### config.mk
export PLATFORM = sky130hd
export DESIGN_NAME = dds_spi_responder
export DESIGN_NICKNAME = d
export VERILOG_FILES = /design/src/rtl/dds_spi_pkg.sv /design/src/rtl/dds_spi_responder_sync_edge.sv /design/src/rtl/dds_spi_responder.sv
export SDC_FILE = /design/constraint.sdc
export NUM_CORES = 2
export LEC_CHECK = 0
export BUFFER_PORTS_ARGS = -buffer_cell sky130_fd_sc_hd__buf_2
export CORE_ASPECT_RATIO = 1.5
export CORE_MARGIN = 2
export CORE_UTILIZATION = 55
export DETAILED_ROUTE_END_ITERATION = 10
export PLACE_DENSITY = 0.71
export SETUP_SLACK_MARGIN = 0.15
export SYNTH_ARGS = -nofsm -noshare
export SYNTH_HDL_FRONTEND = slang
export SYNTH_SLANG_ARGS = --single-unit
### constraint.sdc
create_clock -name clk -period 35.4 [get_ports clk]
set_clock_uncertainty 0.1 [all_clocks]
set_input_delay 5.31 -clock clk [delete_from_list [all_inputs] [get_ports clk]]
set_output_delay 5.31 -clock clk [all_outputs]
set_load 0.01 [all_outputs]
### src/rtl/dds_spi_pkg.sv
// Shared types and constants for the DDS serial-port responder model.
package dds_spi_pkg;

  localparam int unsigned DEF_ADDR_W = 5;
  localparam int unsigned DEF_DATA_W = 32;
  localparam int unsigned INSTR_W    = 8;
  localparam int unsigned RW_BIT     = 7;

  typedef enum logic [1:0] {
    IDLE  = 2'd0,
    INSTR = 2'd1,
    WDATA = 2'd2,
    RDATA = 2'd3
  } state_t;

endpackage

### src/rtl/dds_spi_responder_sync_edge.sv
// Two-flop synchronizer with a third edge register; rise/fall are combinational from the last two stages.
module sync_edge #(
  parameter logic RST_VAL = 1'b0
) (
  input  logic clk,
  input  logic rst,
  input  logic din,
  output logic level,
  output logic rise_c,
  output logic fall_c
);

  logic meta;
  logic prev;

  always_ff @(posedge clk) begin
    if (rst) begin
      meta  <= RST_VAL;
      level <= RST_VAL;
      prev  <= RST_VAL;
    end else begin
      meta  <= din;
      level <= meta;
      prev  <= level;
    end
  end

  assign rise_c = level & ~prev;
  assign fall_c = ~level & prev;

endmodule

### src/rtl/dds_spi_responder.sv
// SPI responder standing in for the DDS control port: shadow/active register file,
// serial writes and reads, IO_UPDATE transfer, and commit/abort observation outputs.
module dds_spi_responder
  import dds_spi_pkg::*;
#(
  parameter int unsigned ADDR_W = DEF_ADDR_W,
  parameter int unsigned DATA_W = DEF_DATA_W
) (
  input  logic              clk,
  input  logic              rst,
  input  logic              SCLK,
  input  logic              CS,
  input  logic              SDIO,
  output logic              SDO,
  input  logic              SYNCIO,
  input  logic              IO_UPDATE,
  input  logic [ADDR_W-1:0] obs_addr,
  output logic [DATA_W-1:0] obs_data,
  output logic              wr_strobe,
  output logic [ADDR_W-1:0] wr_addr,
  output logic [DATA_W-1:0] wr_data,
  output logic              abort
);

  localparam int unsigned NREG  = 2 ** ADDR_W;
  localparam int unsigned CNT_W = $clog2(DATA_W + 1);

  logic sclk_lvl, sclk_rise, sclk_fall;
  logic cs_lvl, cs_rise, cs_fall;
  logic sync_lvl, sync_rise, sync_fall;
  logic upd_lvl, upd_rise, upd_fall;

  sync_edge #(.RST_VAL(1'b0)) u_sclk (
    .clk(clk), .rst(rst), .din(SCLK), .level(sclk_lvl), .rise_c(sclk_rise), .fall_c(sclk_fall)
  );
  sync_edge #(.RST_VAL(1'b1)) u_cs (
    .clk(clk), .rst(rst), .din(CS), .level(cs_lvl), .rise_c(cs_rise), .fall_c(cs_fall)
  );
  sync_edge #(.RST_VAL(1'b0)) u_syncio (
    .clk(clk), .rst(rst), .din(SYNCIO), .level(sync_lvl), .rise_c(sync_rise), .fall_c(sync_fall)
  );
  sync_edge #(.RST_VAL(1'b0)) u_io_update (
    .clk(clk), .rst(rst), .din(IO_UPDATE), .level(upd_lvl), .rise_c(upd_rise), .fall_c(upd_fall)
  );

  logic unused_edges;
  assign unused_edges = ^{sclk_lvl, cs_rise, cs_fall, sync_lvl, sync_fall, upd_lvl, upd_fall};

  // SDIO gets the same depth as SCLK so the sampled bit lines up with the detected rise.
  logic       sdio_meta, sdio_sync;
  logic [1:0] cs_fill;
  logic       armed;

  always_ff @(posedge clk) begin
    if (rst) begin
      sdio_meta <= 1'b0;
      sdio_sync <= 1'b0;
      cs_fill   <= '0;
      armed     <= 1'b0;
    end else begin
      sdio_meta <= SDIO;
      sdio_sync <= sdio_meta;
      cs_fill   <= {cs_fill[0], 1'b1};
      if (cs_fill[1] && cs_lvl) armed <= 1'b1;
    end
  end

  // After reset, frames are accepted only once CS has genuinely been observed high.
  logic cs_sel;
  assign cs_sel = armed & ~cs_lvl;

  logic [DATA_W-1:0] shadow [NREG];
  logic [DATA_W-1:0] active [NREG];

  state_t            state, state_nxt;
  logic [CNT_W-1:0]  cnt, cnt_nxt;
  logic [DATA_W-1:0] sin, sin_nxt;
  logic [DATA_W-1:0] sout, sout_nxt;
  logic [ADDR_W-1:0] addr, addr_nxt;
  logic              sdo_nxt, abort_nxt, commit, mid_frame;
  logic [DATA_W-1:0] word;

  assign mid_frame = (state != IDLE) && (cnt != '0);

  always_comb begin
    state_nxt = state;
    cnt_nxt   = cnt;
    sin_nxt   = sin;
    sout_nxt  = sout;
    addr_nxt  = addr;
    sdo_nxt   = SDO;
    abort_nxt = 1'b0;
    commit    = 1'b0;
    word      = {sin[DATA_W-2:0], sdio_sync};
    if (!cs_sel) begin
      state_nxt = IDLE;
      cnt_nxt   = '0;
      abort_nxt = mid_frame;
    end else if (sync_rise) begin
      state_nxt = INSTR;
      cnt_nxt   = '0;
      abort_nxt = mid_frame;
    end else begin
      unique case (state)
        IDLE: begin
          state_nxt = INSTR;
          cnt_nxt   = '0;
        end
        INSTR: if (sclk_rise) begin
          sin_nxt = word;
          cnt_nxt = cnt + CNT_W'(1);
          if (cnt == CNT_W'(INSTR_W - 1)) begin
            cnt_nxt  = '0;
            addr_nxt = word[ADDR_W-1:0];
            if (word[RW_BIT]) begin
              state_nxt = RDATA;
              sout_nxt  = shadow[word[ADDR_W-1:0]];
              sdo_nxt   = shadow[word[ADDR_W-1:0]][DATA_W-1];
            end else begin
              state_nxt = WDATA;
            end
          end
        end
        WDATA: if (sclk_rise) begin
          sin_nxt = word;
          cnt_nxt = cnt + CNT_W'(1);
          if (cnt == CNT_W'(DATA_W - 1)) begin
            commit    = 1'b1;
            cnt_nxt   = '0;
            state_nxt = INSTR;
          end
        end
        RDATA: begin
          // The fall right after the instruction must not shift: the MSB is still owed.
          if (sclk_rise) begin
            cnt_nxt = cnt + CNT_W'(1);
            if (cnt == CNT_W'(DATA_W - 1)) begin
              cnt_nxt   = '0;
              state_nxt = INSTR;
            end
          end else if (sclk_fall && cnt != '0) begin
            sout_nxt = sout << 1;
            sdo_nxt  = sout[DATA_W-2];
          end
        end
        default: state_nxt = IDLE;
      endcase
    end
    if (state_nxt != RDATA) sdo_nxt = 1'b0;
  end

  always_ff @(posedge clk) begin
    if (rst) begin
      state     <= IDLE;
      cnt       <= '0;
      sin       <= '0;
      sout      <= '0;
      addr      <= '0;
      SDO       <= 1'b0;
      abort     <= 1'b0;
      wr_strobe <= 1'b0;
      wr_addr   <= '0;
      wr_data   <= '0;
    end else begin
      state     <= state_nxt;
      cnt       <= cnt_nxt;
      sin       <= sin_nxt;
      sout      <= sout_nxt;
      addr      <= addr_nxt;
      SDO       <= sdo_nxt;
      abort     <= abort_nxt;
      wr_strobe <= commit;
      if (commit) begin
        wr_addr <= addr;
        wr_data <= word;
      end
    end
  end

  // A commit landing in the same clk as IO_UPDATE is forwarded into the active copy.
  always_ff @(posedge clk) begin
    if (rst) begin
      for (int i = 0; i < int'(NREG); i++) begin
        shadow[i] <= '0;
        active[i] <= '0;
      end
      obs_data <= '0;
    end else begin
      for (int i = 0; i < int'(NREG); i++) begin
        if (commit && addr == ADDR_W'(i)) shadow[i] <= word;
        if (upd_rise) active[i] <= (commit && addr == ADDR_W'(i)) ? word : shadow[i];
      end
      obs_data <= active[obs_addr];
    end
  end

endmodule

==> metrics.md <==
| Metric | Value |
|---|---|
| Sequential Power Share | `54.2%` |
| DR vias/cell | `6.969` |
| Lkg Pwr | `37.60 nW` |
| Most common cell in the synthesized netlist | `nand2_1` |
| GR Util All Layers | `37.58%` |
| Switch share | `22.32%` |
| Critical path's top delay family | `buffers and inverters` |
| Root Driver | `clkbuf_16` |
| Post-route ant nets | `0` |
| WL met3 | `56790 um` |
| Uppermost layer routed | `met5` |
| DR vias | `72550` |
| Number of DRC markers in iteration 0 | `13180` |
| Ratio of cells with drive above 1 in the final layout | `15.74%` |
| Unrepaired setup endpoints after global routing | `false` |
| Number of synthesized flops with an enable pin | `2048` |
| Total CTS buffers | `203` |
| Period Utilization, post-route | `24.80%` |
| Synth Area per Inst | `12.44 um2` |
| Die Y-Extent | `529.2 um` |
| Synth Warn # | `0` |
| Number of max-slew violations in the final report | `0` |
| DR pass1 iterations | `7` |
| Setup CP Type | `input port to flop` |
| First-pass GRT wire length | `498300 um` |
| Worst path bufs/invs | `4` |
| CTS tree | `built` |
| Worst Hold Class | `flop to flop` |
| Power Total | `5.613 mW` |
| Remaining global-route overflow | `0` |
| Clock share of power | `39.8%` |
| Slowest stage cell, crit path | `buf_4` |
| Pwr dens | `50.99 nW/um2` |
| Metal-1 WL | `106300 um` |
| Ys flop type | `edfxtp_1` |
| Finished Cell Area | `110100 um2` |
| Status | `completed` |
| Post-CTS resize count | `0` |
| Most used cell, CP | `buf_4` |
| Vias in the first global route | `70250` |
| Clock transition at path regs | `0.06 ns` |
| Max-cap viol count | `0` |
| Setup TNS | `0 ns` |
| Bufs on Longest Clock Path | `4` |
| Total die area | `187400 um2` |
| P_sw | `1.253 mW` |
| Combinational share of power | `6.0%` |
| Critical Path Sink Type | `flop` |
| Yosys top cell by area | `edfxtp_1` |
| FFs w/ async S/R, synth | `0%` |
| Netlist cell types | `61` |
| Metal2 WL | `161000 um` |
| Crit-path max cell delay | `0.94 ns` |
| # hold bufs at CTS | `0` |
| Min Hold Slack | `0.3171 ns` |
| Count of final setup violators | `0` |
| Area share of the largest cell type after synthesis | `60.81%` |
| Clk Latency, worst-skew pair | `0.87 ns` |
| Worst path cell trace | `buf_8 > a21o_4 > buf_4 > buf_12 > buf_4` |
| IO Count | `84` |
| Area grow syn2layout | `8.859%` |
| Final Hold Fails | `0` |
| Synth top cells by count | `nand2_1 (2336), edfxtp_1 (2048), a21oi_1 (1128)` |
| Number of synthesized register bits | `2211` |
| CTS HTree Levels | `4` |
| Core Region | `182600 um2` |
| DR DRC count | `0` |
| VDD IR max | `0.04089 mV` |
| # rows | `192` |
| DIE WIDTH | `354.1 um` |
| CP Max Fanout | `158` |
| WP data required | `35.77 ns` |
| Max frequency | `113.9 MHz` |
| Post-CTS setup buffers | `0` |
| Clock tree sinks | `2211` |
| Slew @ Worst Pin | `1.223 ns` |
| Worst rel slew slack | `18.31%` |
| Synth top area cells | `edfxtp_1 (61%), mux4_2 (13%), nand2_1 (8.7%)` |
| Initial antenna violation count | `14` |
| Cell count after synthesis | `8131` |
| Post-Syn Area | `101100 um2` |
| GPL Wtd Cong | `0.9043` |
| Syn_nets | `8149` |
| HPWL after DPL | `193700 um` |
| Seq/Total Area, Yosys | `64.04%` |
| CP startpoint kind | `input port` |
| Port Buffers | `83` |
| Fin crit period | `8.779 ns` |
| Final wirelength | `356300 um` |
| NumNets Final | `7840` |
| Initial core utilization | `55.39%` |
| Worst Path Arrival | `9.15 ns` |
| P_int | `4.360 mW` |
| WL/cell | `34.22 um` |
| Pin count of the biggest net entering global routing | `204` |
| Area after DPL | `103500 um2` |
## registers in the layout, summed over array words and instances (netlist names), 2 cells and up
name	cells
addr	5
state	2
wr_data	32
wr_addr	5
shadow	1024
active	1024
cnt	6
obs_data	32
sin	31
cs_fill	2
sout	31
## layer usage
layer / vias up / track usage (%)
met1: 35040 / 45.25
met2: 6977 / 58.28
met3: 1764 / 10.87
met4: 28 / 26.53
met5: - / 1.247
li1: 28750 / -
## final timing paths
check	start	endpoint	cells after the start	slack, ns
min reg2reg	u_cs.meta	u_cs.level	1	0.32
max reg2reg	u_io_update.level	active[14][18]	4	30.78
max	rst	active[14][18]	5	26.62
min	u_cs.meta	u_cs.level	1	0.32
## power groups by stage
stage / logic, mW / registers, mW / clock network, mW
finish: 0.339 / 3.04 / 2.23
global route: 0.350 / 3.05 / 2.31
CTS: 0.331 / 3.04 / 2.22
detailed placement: 0.330 / 3.10 / 0
global placement: 0.324 / 3.09 / 0
floorplan: 0.215 / 3.14 / 0
## layout by cell type (no fill, tap or decap), drive strengths merged, types with 21 or more instances in the layout
master | synthesis | routed
nand2 | 2336 | 2336
edfxtp | 2048 | 2048
a21oi | 1128 | 1128
nor2 | 616 | 616
mux4 | 572 | 572
clkbuf | 517 | 255
buf | 250 | 253
dfxtp | 163 | 163
clkinv | 0 | 80
and2 | 63 | 63
mux2i | 52 | 52
a22oi | 44 | 44
inv | 44 | 44
nand3 | 41 | 41
o22ai | 33 | 33
a22o | 32 | 32
a211oi | 30 | 30
nor2b | 21 | 21
o21ai | 21 | 21
## per-stage QoR
| stage | worst slack, ns | utilization [%] | std cells |
|---|---|---|---|
| 2_1_floorplan | 7.668 | - | 8131 |
| 3_3_place_gp | 26.02 | 56.69 | 10040 |
| 3_5_place_dp | 25.88 | 56.69 | 10040 |
| 4_1_cts | 26.76 | 60.29 | 10410 |
| 5_1_grt | 26.50 | 60.29 | 10410 |
| 6_report | 26.62 | 60.30 | 10410 |
## logic make-up after synthesis
logic type / after synthesis / synth area share [%]
AO/OA/AOI/OAI: 1324 / 7.050
XOR/XNOR: 2 / 0.01732
adder cells (fa/ha/maj): 6 / 0.07423
buffers and inverters: 811 / 3.329
flip-flops: 2211 / 64.04
multiplexers: 624 / 13.25
AND/OR/NAND/NOR: 3153 / 12.23
## cell type report
type,count,area (um2)
Fill cell,13830,72490
Antenna cell,2,5.005
Sequential cell,2211,64780
Timing Repair Buffer,253,1831
Tap cell,2425,3034
Multi-Input combinational cell,5109,33690
Clock buffer,255,5524
Clock inverter,112,1051
Inverter,44,168.9
(Power assumes the default switching activity.)
